$ cat config.mk
export PLATFORM = sky130hd
export DESIGN_NAME = gcd_arbiter
export DESIGN_NICKNAME = d
export VERILOG_FILES = /design/src/rtl/gcd_pkg.sv /design/src/rtl/rr_picker.sv /design/src/rtl/gcd_arbiter.sv
export SDC_FILE = /design/constraint.sdc
export NUM_CORES = 1
export LEC_CHECK = 0
export ABC_AREA = 0
export BUFFER_PORTS_ARGS = -buffer_cell sky130_fd_sc_hd__clkbuf_2
export CAP_MARGIN = 5
export CORE_MARGIN = 5
export CORE_UTILIZATION = 30
export CTS_BUF_LIST = sky130_fd_sc_hd__clkbuf_4 sky130_fd_sc_hd__clkbuf_8
export DETAILED_ROUTE_END_ITERATION = 8
export SYNTH_ARGS = -nofsm -noshare
export SYNTH_HDL_FRONTEND = slang
export SYNTH_SLANG_ARGS = --single-unit
$ cat constraint.sdc
create_clock -name clk -period 4.18 [get_ports clk]
set_input_delay 0.836 -clock clk [delete_from_list [all_inputs] [get_ports clk]]
set_output_delay 0.836 -clock clk [all_outputs]
set_load 0.03 [all_outputs]
$ cat src/rtl/gcd_pkg.sv
// gcd_pkg -- shared definitions for the GCD arbiter slice.
//   state_t   : arbiter FSM encoding (IDLE=0, START=1, RUN=2, RESP=3)
//   DEF_WIDTH : default operand/result width
//   DEF_N_REQ : default number of requesters
//   idx_width : bit width needed to hold a requester index (minimum 1)
package gcd_pkg;

  localparam int DEF_WIDTH = 8;
  localparam int DEF_N_REQ = 4;

  typedef enum logic [1:0] {
    IDLE  = 2'd0,
    START = 2'd1,
    RUN   = 2'd2,
    RESP  = 2'd3
  } state_t;

  function automatic int idx_width(input int n);
    return (n > 1) ? $clog2(n) : 1;
  endfunction

endpackage

$ cat src/rtl/rr_picker.sv
// rr_picker -- combinational round-robin selector.
// Scans req starting at index rr, wrapping from N_REQ-1 back to 0, and
// reports the first requester found.
//   req   : request levels, one bit per requester
//   rr    : index the scan starts from
//   pick  : one-hot selected requester (zero when req is zero)
//   index : binary index of the selected requester (zero when req is zero)
module rr_picker #(
  parameter int N_REQ = 4,
  parameter int IW    = 2
) (
  input  logic [N_REQ-1:0] req,
  input  logic [IW-1:0]    rr,
  output logic [N_REQ-1:0] pick,
  output logic [IW-1:0]    index
);

  logic found;
  int   slot;

  // NOTE: every variable written here gets a default first, so no path can
  // leave one unassigned and infer a latch.
  always_comb begin
    pick  = '0;
    index = '0;
    found = 1'b0;
    slot  = 0;
    for (int k = 0; k < N_REQ; k++) begin
      slot = int'(rr) + k;
      if (slot >= N_REQ) slot = slot - N_REQ;
      if (!found && req[slot]) begin
        found       = 1'b1;
        pick[slot]  = 1'b1;
        index       = IW'(slot);
      end
    end
  end

endmodule

$ cat src/rtl/gcd_arbiter.sv
// gcd_arbiter -- shares one external GCD engine between N_REQ requesters.
// A round-robin pick in IDLE latches the winner's operands and grants it;
// START raises eng_go until the engine reports busy (eng_done low), RUN waits
// for eng_done high and captures eng_out, RESP pulses ack for one cycle.
// A zero operand bypasses the engine entirely: result = A | B.
//   clk, rst          : clock, asynchronous active-low reset
//   req, a_in, b_in   : per-requester request level and operand slices
//   grant, ack, err   : one-hot service, completion pulse, timeout pulse
//   result, busy      : GCD value (valid with ack), FSM not idle
//   eng_go/a/b        : engine start and latched operands
//   eng_out, eng_done : engine result and idle/finished status
// Optional feature: define GCD_ARB_TIMEOUT_EN to add an engine watchdog that
// forces RESP with result 0 and err after TIMEOUT cycles in START+RUN.
module gcd_arbiter
  import gcd_pkg::*;
#(
  parameter int N_REQ   = DEF_N_REQ,
  parameter int WIDTH   = DEF_WIDTH,
  parameter int TIMEOUT = 255
) (
  input  logic                   clk,
  input  logic                   rst,
  input  logic [N_REQ-1:0]       req,
  input  logic [N_REQ*WIDTH-1:0] a_in,
  input  logic [N_REQ*WIDTH-1:0] b_in,
  output logic [N_REQ-1:0]       grant,
  output logic [N_REQ-1:0]       ack,
  output logic [WIDTH-1:0]       result,
  output logic [N_REQ-1:0]       err,
  output logic                   busy,
  output logic                   eng_go,
  output logic [WIDTH-1:0]       eng_a,
  output logic [WIDTH-1:0]       eng_b,
  input  logic [WIDTH-1:0]       eng_out,
  input  logic                   eng_done
);

  localparam int IW = idx_width(N_REQ);

  state_t           state, state_nx;
  logic [IW-1:0]    rr, gidx, pick_idx;
  logic [N_REQ-1:0] pick;
  logic [WIDTH-1:0] sel_a, sel_b;
  logic             zero_op;

  rr_picker #(.N_REQ(N_REQ), .IW(IW)) u_picker (
    .req   (req),
    .rr    (rr),
    .pick  (pick),
    .index (pick_idx)
  );

  assign sel_a   = a_in[int'(pick_idx)*WIDTH +: WIDTH];
  assign sel_b   = b_in[int'(pick_idx)*WIDTH +: WIDTH];
  // gcd(x,0) = x and gcd(0,0) = 0, so a zero operand never needs the engine.
  assign zero_op = (eng_a == '0) || (eng_b == '0);

`ifdef GCD_ARB_TIMEOUT_EN
  localparam int CW = $clog2(TIMEOUT + 1);
  logic [CW-1:0] cnt;
  logic          timeout_hit;
  logic          to_q;

  // cnt holds the number of START+RUN cycles already spent, so reaching
  // TIMEOUT-1 marks the TIMEOUT-th cycle.
  assign timeout_hit = ((state == START) || (state == RUN)) && (cnt == CW'(TIMEOUT - 1));

  always_ff @(posedge clk or negedge rst) begin
    if (!rst) begin
      cnt  <= '0;
      to_q <= 1'b0;
    end else begin
      if (state == IDLE)                       cnt <= '0;
      else if (state == START || state == RUN) cnt <= cnt + CW'(1);
      if (timeout_hit)          to_q <= 1'b1;
      else if (state == RESP)   to_q <= 1'b0;
    end
  end

  assign err = (state == RESP && to_q) ? grant : '0;
`else
  assign err = '0;
`endif

  always_comb begin
    state_nx = state;
    unique case (state)
      IDLE:    if (|req)          state_nx = START;
      START: begin
        if (zero_op)              state_nx = RESP;
        else if (!eng_done)       state_nx = RUN;
      end
      RUN:     if (eng_done)      state_nx = RESP;
      RESP:                       state_nx = IDLE;
      default:                    state_nx = IDLE;
    endcase
`ifdef GCD_ARB_TIMEOUT_EN
    if (timeout_hit) state_nx = RESP;
`endif
  end

  // NOTE: state and datapath registers use non-blocking assignments so every
  // register samples pre-edge values regardless of statement order.
  // NOTE: operand and result registers are reset too, because the engine and
  // observers see them directly as outputs.
  always_ff @(posedge clk or negedge rst) begin
    if (!rst) begin
      state  <= IDLE;
      rr     <= '0;
      gidx   <= '0;
      grant  <= '0;
      eng_a  <= '0;
      eng_b  <= '0;
      result <= '0;
    end else begin
      state <= state_nx;
      unique case (state)
        IDLE: if (|req) begin
          grant <= pick;
          gidx  <= pick_idx;
          eng_a <= sel_a;
          eng_b <= sel_b;
        end
        START: if (zero_op)  result <= eng_a | eng_b;
        RUN:   if (eng_done) result <= eng_out;
        RESP: begin
          grant <= '0;
          rr    <= (gidx == IW'(N_REQ - 1)) ? '0 : gidx + IW'(1);
        end
        default: ;
      endcase
`ifdef GCD_ARB_TIMEOUT_EN
      if (timeout_hit) result <= '0;
`endif
    end
  end

  assign busy   = (state != IDLE);
  assign eng_go = (state == START) && !zero_op;
  assign ack    = (state == RESP) ? grant : '0;

endmodule

==> results.toml <==
[worst_hold_path]
whs_endpoint = "gidx[1]"
hold_start = "gidx[1]"
hold_class = "register to register"
hold_depth = 2

[logic_synthesis]
yosys-top-cells-area = "dfrtp_1 (28%), mux2i_1 (8.6%), a211oi_1 (7.2%)"
synthFlopType = "dfrtp_1"
yosys.area.top_type = "dfrtp_1"
synth_cell_type_count = 51
yosys_warnings = 0
ys_async_sr_fraction_pct = 100
synth_edf_count = 0
syn_area_per_cell_um2 = 8.54
seq_area_frac_synth_pct = 28.2
ys_ff_latch = 34
syn_area_mm2 = 0.00301
netlist.area_leader.share_pct = 28.2
syn-instance-count = 353

[pwr]
powerDensity_mw_per_mm2 = 816
power_switching_mw = 1.56
p_seq_share_pct = 22.1
total_power_mw = 3.05
power.internal_mw = 1.50
p_leak_nw = 1.79
power_frac_clock_pct = 12.7
swShare_pct = 51.1
p_comb_share_pct = 65.2
vdd_drop_max_mv = 0.201

[timing]
final-hold-violation-count = 0
finClkSkew_ns = 0.0108
report.final.slew_viol_count = 0
tightest_slew_ns = 1.10
holdWs_ns = 0.495
slew_headroom_pct = 26.7
setup_viol = 0
period_minus_slack_ns = 3.15
timing.final.crit_share_pct = 75.5
rsz0062_at_grt = "false"
fin_ws_ns = 1.03
timing.setup.tns_ns = 0
timing.fmax_mhz = 317

[critical_path]
reg2reg_slack_ns = 1.03
critPathLaunchType = "register"
worstPathCellList = "inv_1, ha_1, nand2b_1, o21ai_1, a211o_1, mux2i_1, o221ai_1"
crit_required_ns = 4.34
criticalPathCategory = "register to register"
cp_top_family = "compound AO/OA/AOI/OAI gates"
path_buf_inv = 1
slowest_stage = "a211o_1"
path_max_fanout = 17
r2r-start = "rr[1]"
r2r_cells = 7
arrival_ns = 3.32
endpoint_kind = "register"
slowest_delay_ns = 0.71
rr_endpoint = "eng_b[6]"

[floorplanning]
die_area_mm2 = 0.0122
ios = 117
start_util_pct = 30.8
rows = 36
core-area_mm2 = 0.00977
die_h_um = 110
die_width_um = 110

[place]
place_area_mm2 = 0.00360
numPortBuffers = 112
place_ws_ns = 0.994
hpwl_um = 7490
gp_congestion = 0.940
place_inst = 576

[cts]
cts.sink_count = 34
cts_setup_buffers = 0
cts_tree = "yes"
clk_latency_ns = 0.30
clk_pin_slew_worst_paths_ns = 0.08
cts_buffers = 5
htreeDepth = 2
postCtsResizedCells = 0
root_buffer = "clkbuf_8"
cts_max_path_buffers = 2
cts-hold-fix-buffers = 0

[global_routing]
grt_use_total_pct = 15.5
grt_antenna_before_repair = 0
grt_pass1_wl_um = 14600
grt_pass1_vias = 2872
gr-total-overflow = 0
grt_max_degree = 35

[detailed_routing]
wl_um = 9360
viasPerCell = 5.02
first_pass_iters = 4
wl_met1_um = 4390
drt_first_iter_violations = 239
wl_met3_um = 547
highest_layer = "met4"
wire_per_inst_um = 16.0
antenna_left = 0
drc_errors = 0
vias = 2929
wl_met2_um = 4260

[cells_and_area]
stdcell_count = 584
num_antenna_cells = 0
final_area_mm2 = 0.00374
final_common_cell = "clkbuf_2"
finalNetCount = 539
drive_gt1_share_pct = 34.6
area_growth_pct = 24.2
fin_util_pct = 38.3
layout_common_cells = "clkbuf_2 (112), nand2_1 (51), dfrtp_1 (34)"

[flow_run]
drv_cap = 0

[status]
status = "finished, final reports clean"
==> cell families after synthesis <==
group | count (synthesis) | synth area share, %
adders and majority gates | 10 | 4.15
buffers and inverters | 62 | 10.5
muxes | 45 | 16.6
AOI/OAI and AO/OA | 104 | 25.9
other | 1 | 0.124
DFF | 34 | 28.2
and+or+nand+nor | 97 | 14.6
==> synthesized netlist by cell type, drive strengths merged, types with 5 or more instances <==
library cell / n
o31ai: 5
a21oi: 6
inv: 32
mux2: 16
nor2: 18
nand2: 51
or2: 5
o21ai: 20
ha: 10
dfrtp: 34
a2111oi: 5
a211oi: 32
mux2i: 27
clkbuf: 9
buf: 20
a221oi: 8
o211ai: 15
==> state kept, by name, indices dropped and copies added (netlist names) <==
| signal | cells |
|---|---|
| eng_a | 8 |
| eng_b | 8 |
| result | 8 |
| grant | 4 |
| gidx | 2 |
| rr | 2 |
| state | 2 |
==> worst max path at each step <==
stage	startpoint	endpoint	slack, ns	depth (start not counted)
after CTS	rr[1]	eng_b[6]	1.00	7
after global placement	req[1]	eng_b[6]	1.06	6
after floorplan	rr[0]	eng_a[0]	1.60	10
after detailed placement	req[1]	eng_b[6]	0.99	6
final	rr[1]	eng_b[6]	1.03	7
after global routing	rr[1]	eng_b[6]	0.82	7
==> metal layers <==
metal  track usage (%)  up-vias
met2              24.6      100
met5                 0        -
met1              21.4     1351
li1                  -     1466
met4              4.05        0
met3              3.55       12
==> power groups by stage <==
stage                     logic (mW)  registers, mW  clock network, mW
after global placement          1.97          0.678                  0
after floorplan                 1.32          0.892                  0
final                           1.99          0.676              0.387
after CTS                       2.01          0.680              0.393
after global routing            2.20          0.704              0.409
after detailed placement        2.01          0.686                  0
==> worst register-to-register path: cells and delay by family (launching register included) <==
kind / cells / cell delay [ns]
AO/OA/AOI/OAI: 3 / 1.24
adder cells (fa/ha/maj): 1 / 0.53
buffers and inverters: 1 / 0.19
flip-flops: 1 / 0.50
multiplexers: 1 / 0.41
AND/OR/NAND/NOR: 1 / 0.14
==> area by class of cell <==
type                    count  area (um^2)
clock buffers               6         82.6
clock inverters             2         60.1
fillers                  1056         6030
inverters                  33          124
multi-input cells         260         1870
flip-flops and latches     34          851
well taps                 133          166
repair buffers            116          591
Note: power is estimated with default switching activity, not from simulation.
